<file path="config.mk">
export PLATFORM = sky130hd
export DESIGN_NAME = seg7_reader
export DESIGN_NICKNAME = d
export VERILOG_FILES = /design/src/rtl/seg7_reader.sv
export SDC_FILE = /design/constraint.sdc
export NUM_CORES = 1
export LEC_CHECK = 0
export ABC_AREA = 1
export CORE_MARGIN = 2
export CORE_UTILIZATION = 50
export DETAILED_ROUTE_END_ITERATION = 16
export PLACE_DENSITY = 0.74
export SLEW_MARGIN = 20
export SYNTH_ARGS = -nofsm -noshare
export SYNTH_HDL_FRONTEND = slang
export SYNTH_SLANG_ARGS = --single-unit
</file>
<file path="constraint.sdc">
create_clock -name clk -period 1.75 [get_ports clk]
set_input_delay 0.2625 -clock clk [delete_from_list [all_inputs] [get_ports clk]]
set_output_delay 0.2625 -clock clk [all_outputs]
set_load 0.01 [all_outputs]
</file>
<file path="src/rtl/seg7_reader.sv">
// rtl/seg7_reader.sv - 7-segment bus receiver: glitch filter, hex decode, digit-change interval timer
module seg7_reader #(
   parameter int STABLE_CYCLES = 4,
   parameter int CNT_W         = 24
) (
   input  logic             clk,
   input  logic             rst_n,
   input  logic             ena,
   input  logic [6:0]       seg_in,
   output logic [3:0]       digit,
   output logic             digit_valid,
   output logic             blank,
   output logic             seg_err,
   output logic [CNT_W-1:0] interval,
   output logic             interval_ovf
);

   localparam int                STAB_W   = (STABLE_CYCLES > 1) ? $clog2(STABLE_CYCLES) : 1;
   localparam logic [STAB_W-1:0] STAB_MAX = STAB_W'(STABLE_CYCLES - 1);
   localparam logic [CNT_W-1:0]  ICNT_MAX = '1;
   localparam logic [CNT_W-1:0]  ICNT_ONE = CNT_W'(1);

   typedef enum logic {WAIT_FIRST, RUN} state_t;

   logic [6:0]        meta, sync, cand, accepted, pend_pat;
   logic [STAB_W-1:0] stab;
   logic              accept, pend;
   logic              hit;
   logic [3:0]        dec_val;
   logic              dv_r, err_r;
   state_t            state, state_nxt;
   logic [CNT_W-1:0]  icnt, icnt_nxt, interval_nxt;
   logic              ovf_int, ovf_nxt, interval_ovf_nxt;
   logic              take_hit;

   always_ff @(posedge clk or negedge rst_n) begin
      if (!rst_n) begin
         meta <= '0;
         sync <= '0;
      end else begin
         meta <= seg_in;
         sync <= meta;
      end
   end

   assign accept = (sync == cand) && (stab == STAB_MAX) && (cand != accepted) && ena;

   // Accepted pattern is staged one cycle in pend/pend_pat before it reaches the outputs.
   always_ff @(posedge clk or negedge rst_n) begin
      if (!rst_n) begin
         cand     <= '0;
         stab     <= '0;
         accepted <= '0;
         pend     <= 1'b0;
         pend_pat <= '0;
      end else if (ena) begin
         if (sync != cand) begin
            cand <= sync;
            stab <= '0;
         end else if (stab < STAB_MAX) begin
            stab <= stab + 1'b1;
         end
         pend <= accept;
         if (accept) begin
            accepted <= cand;
            pend_pat <= cand;
         end
      end
   end

   always_comb begin
      hit     = 1'b1;
      dec_val = 4'h0;
      case (pend_pat)
         7'h3F: dec_val = 4'h0;
         7'h06: dec_val = 4'h1;
         7'h5B: dec_val = 4'h2;
         7'h4F: dec_val = 4'h3;
         7'h66: dec_val = 4'h4;
         7'h6D: dec_val = 4'h5;
         7'h7D: dec_val = 4'h6;
         7'h07: dec_val = 4'h7;
         7'h7F: dec_val = 4'h8;
         7'h6F: dec_val = 4'h9;
         7'h77: dec_val = 4'hA;
         7'h7C: dec_val = 4'hB;
         7'h39: dec_val = 4'hC;
         7'h5E: dec_val = 4'hD;
         7'h79: dec_val = 4'hE;
         7'h71: dec_val = 4'hF;
         default: hit = 1'b0;
      endcase
   end

   always_ff @(posedge clk or negedge rst_n) begin
      if (!rst_n) begin
         digit <= '0;
         blank <= 1'b0;
         dv_r  <= 1'b0;
         err_r <= 1'b0;
      end else begin
         dv_r  <= 1'b0;
         err_r <= 1'b0;
         if (ena && pend) begin
            if (hit) begin
               digit <= dec_val;
               dv_r  <= 1'b1;
               blank <= 1'b0;
            end else if (pend_pat == 7'h00) begin
               blank <= 1'b1;
            end else begin
               err_r <= 1'b1;
            end
         end
      end
   end

   assign digit_valid = dv_r & ena;
   assign seg_err     = err_r & ena;
   assign take_hit    = ena && pend && hit;

   always_ff @(posedge clk or negedge rst_n) begin
      if (!rst_n) begin
         state        <= WAIT_FIRST;
         icnt         <= '0;
         ovf_int      <= 1'b0;
         interval     <= '0;
         interval_ovf <= 1'b0;
      end else begin
         state        <= state_nxt;
         icnt         <= icnt_nxt;
         ovf_int      <= ovf_nxt;
         interval     <= interval_nxt;
         interval_ovf <= interval_ovf_nxt;
      end
   end

   // The interval covers blank and error accepts; only a decoded digit restarts it.
   always_comb begin
      state_nxt        = state;
      icnt_nxt         = icnt;
      ovf_nxt          = ovf_int;
      interval_nxt     = interval;
      interval_ovf_nxt = interval_ovf;
      if (ena) begin
         case (state)
            WAIT_FIRST: begin
               if (take_hit) begin
                  state_nxt = RUN;
                  icnt_nxt  = ICNT_ONE;
               end
            end
            RUN: begin
               if (icnt == ICNT_MAX) ovf_nxt = 1'b1;
               else                  icnt_nxt = icnt + 1'b1;
               if (take_hit) begin
                  interval_nxt     = icnt;
                  interval_ovf_nxt = ovf_int;
                  icnt_nxt         = ICNT_ONE;
                  ovf_nxt          = 1'b0;
               end
            end
            default: state_nxt = WAIT_FIRST;
         endcase
      end
   end

endmodule

</file>
==> flow_summary.toml <==
[logic_synthesis]
synth_top_family_by_area = "simple AND/OR/NAND/NOR gates"
muxShareOfSynthArea_pct = 0
syn_inst = 552
synth_area_leaders = "dfrtp_1 49%, nand2_1 12%, inv_1 5.2%"
synthAdderAreaFrac_pct = 0.546
synth_area_um2 = 4590
synth.most_common_cell = "nand2_1"
synthArstFlopShare_pct = 100
syn_nets = 564
synth_top_area_share_pct = 48.6
syn_avg_cell_area_um2 = 8.31
synth_largest_area_cell = "dfrtp_1"
synthFlopType = "dfrtp_1"
yosys_warnings = 0
synth_seq_cells = 89
yosys.area_share.xor_xnor_pct = 4.20
yosys.area_share.simple_pct = 29.0
synth_compound_area_share_pct = 8.10
seq_area_frac_synth_pct = 48.6
synth_top_cells_by_count = "143 x nand2_1, 89 x dfrtp_1, 63 x inv_1"
synth.distinct_cells = 31
synth_edf_count = 0

[routing]
ant_nets = 0
via_count = 3836
drc = 0
vias_per_cell = 5.12
drt_first_pass_iters = 4
dr.first_iter.drc_count = 213
drt_wl_total_mm = 10.4
wl_per_cell_um = 13.9

[sta]
rsz0062_at_grt = "yes"
finalCritPeriodShare_pct = 104
hold_viol = 0
timing.fmax_mhz = 550
slew_viol_final = 0
fin_crit_ns = 1.82
fin_worst_skew_ns = 0.0134
maxSlewHeadroom_pct = 66.8
timing.hold.ws_ns = 0.323
worst_slew_pin_slew_ns = 0.498
setup_viol = 23
setup_ws_ns = -0.0671

[job]
maxCapViolCount = 0

[finish]
n_antenna_cell = 0
drive_gt1_share_pct = 26.2
num-nets-final = 648
n_fill_cell = 719
area_delta_synth_final_pct = 26.9
design_area_um2 = 5820

[critical_path]
r2r-start = "icnt[1]"
critPathMaxFanout = 8
crit_required_ns = 2.01
critPathLaunch = "icnt[1]"
crit_type = "reg2reg"
cp-start-kind = "flip-flop"
critPathArrivalTime_ns = 2.08
setup.worst_path.end_class = "flip-flop"

[pwr]
p_comb_share_pct = 4.2
power_switching_uw = 908
clockPowerShare_pct = 39.1
seqPwrFrac_pct = 56.7
swShare_pct = 24.3
leakage_nw = 2.86
irDropWorstVdd_mv = 0.715
p_int_mw = 2.83
powerDensity_nw_per_um2 = 643

[worst_hold_path]
worstHoldStart = "seg_in[5]"
hp-class = "in2reg"

[run_status]
violations = "setup timing"
status = "finished, violations left"

[placement]
io_buffers = 41
gp_congestion = 0.854
place_area_um2 = 5320
hpwl_mm = 6.80

[clock_network]
cts_buffer_depth = 2
htreeDepth = 3
cts_sinks = 89
cts_buffers = 9
path_clk_slew_ns = 0.09
clk_latency_ns = 0.37
cts_tree = "built"
cts.root.buffer_cell = "clkbuf_8"

[global_routing]
grt_max_degree = 39
antenna_found_initial = 0
grt.overflow.total = 0
grt_pass1_wl_mm = 16.0
grt_pass1_vias = 3459
grtUsageTotal_pct = 20.3

[floorplan]
dieArea_um2 = 9950
start_util_pct = 52.1
fp.dieW_um = 99.8
die_h_um = 99.8
ioPinCount = 42
rows = 34
core_um2 = 8810
## registers in the layout, summed over array words and instances, names as in the netlist
signal	cells
icnt	24
interval	24
cand	7
meta	7
pend_pat	7
sync	7
digit	4
stab	2
blank	1
dv_r	1
err_r	1
interval_ovf	1
ovf_int	1
pend	1
state	1
## critical path, cell delays in order (launching register included)
cell	delay (ns)
dfrtp_1	0.36
ha_2	0.20
nand3_2	0.10
inv_2	0.10
nand2_4	0.06
nor2_4	0.13
nand4_1	0.17
nand2_2	0.20
buf_6	0.16
nor2_1	0.06
nor2_1	0.12
nor2_2	0.06
## through the flow
stage	util, %	TNS, ns	cells	worst slack, ns	total power, mW
CTS	62.8	0	737	0.00515	3.77
detailed placement	60.4	-0.127	720	-0.0660	2.32
global placement	60.4	-0.107	720	-0.0556	2.31
finish	66.1	-0.917	749	-0.0671	3.74
floorplan	-	0	552	0.128	2.22
global route	66.1	-5.58	749	-0.190	3.90
## kinds of logic (layout without fill, tap and decap cells)
| logic type | Yosys count | count (layout) |
|---|---|---|
| AO/OA/AOI/OAI | 54 | 54 |
| XOR/XNOR | 22 | 22 |
| adder cells (fa/ha/maj) | 2 | 2 |
| buffers and inverters | 94 | 183 |
| flip-flops | 89 | 89 |
| AND/OR/NAND/NOR | 291 | 291 |
## cell type report
| cell class | instances | area, um2 | area share [%] |
|---|---|---|---|
| Timing Repair Buffer | 93 | 920 | 15.8 |
| Sequential cell | 89 | 2230 | 38.4 |
| Multi-Input combinational cell | 369 | 2050 | 35.3 |
| Tap cell | 108 | 135 | 2.32 |
| Clock buffer | 9 | 124 | 2.13 |
| Inverter | 74 | 280 | 4.82 |
| Clock inverter | 7 | 75.1 | 1.29 |
## power by group through the flow
stage	sequential (mW)	clock, mW	combinational [mW]
after floorplan	2.15	0	0.0690
after global placement	2.16	0	0.149
after detailed placement	2.16	0	0.157
after CTS	2.12	1.49	0.160
after global routing	2.13	1.59	0.178
final	2.12	1.46	0.157
## routing by layer
layer / vias up / share of wire (%) / GRT usage (%)
met5: - / 0 / 0
met4: 0 / 1.8 / 6.95
met3: 18 / 5.6 / 4.08
met2: 118 / 47 / 31.3
met1: 1801 / 46 / 28.7
li1: 1899 / - / -
## worst paths after layout
check	endpoint	slack [ns]	cells past startpoint
setup reg to reg	icnt[22]	-0.07	11
min in group asynchronous	meta[5]	0.40	2
max in group asynchronous	icnt[13]	0.78	3
setup / recovery	icnt[22]	-0.07	11
hold / removal	meta[5]	0.32	1
hold reg to reg	sync[6]	0.36	0
## repair_timing
action	4_1_cts	5_1_grt
pin swaps	0	21
setup buffers	0	10
cloned	0	2
hold buffers	1	0
setup endpoints to repair	4	62
gates resized for setup	2	49
hold endpoints to repair	34	0
## cells in the final DEF, fill, tap and decap left out, types with 2 or more instances in the layout
cell type / n
xor2_1: 12
nand3_1: 33
o21ai_0: 16
inv_1: 62
buf_6: 6
nor2_2: 17
dfrtp_1: 83
nand2_2: 13
nor3_1: 12
clkinv_2: 2
o21ai_2: 27
or2_1: 2
dfrtp_2: 6
clkdlybuf4s50_1: 39
nor2_4: 6
buf_12: 5
o21ai_1: 8
nand2_1: 135
a21oi_1: 3
inv_2: 11
nand3b_1: 2
buf_4: 39
nand3_4: 2
nand2_4: 3
nor3_2: 2
inv_6: 4
clkbuf_16: 2
nand3_2: 10
nand4_1: 12
xnor2_1: 10
nor4_1: 2
nor2_1: 38
clkbuf_8: 9
Note: power is estimated with default switching activity, not from simulation.
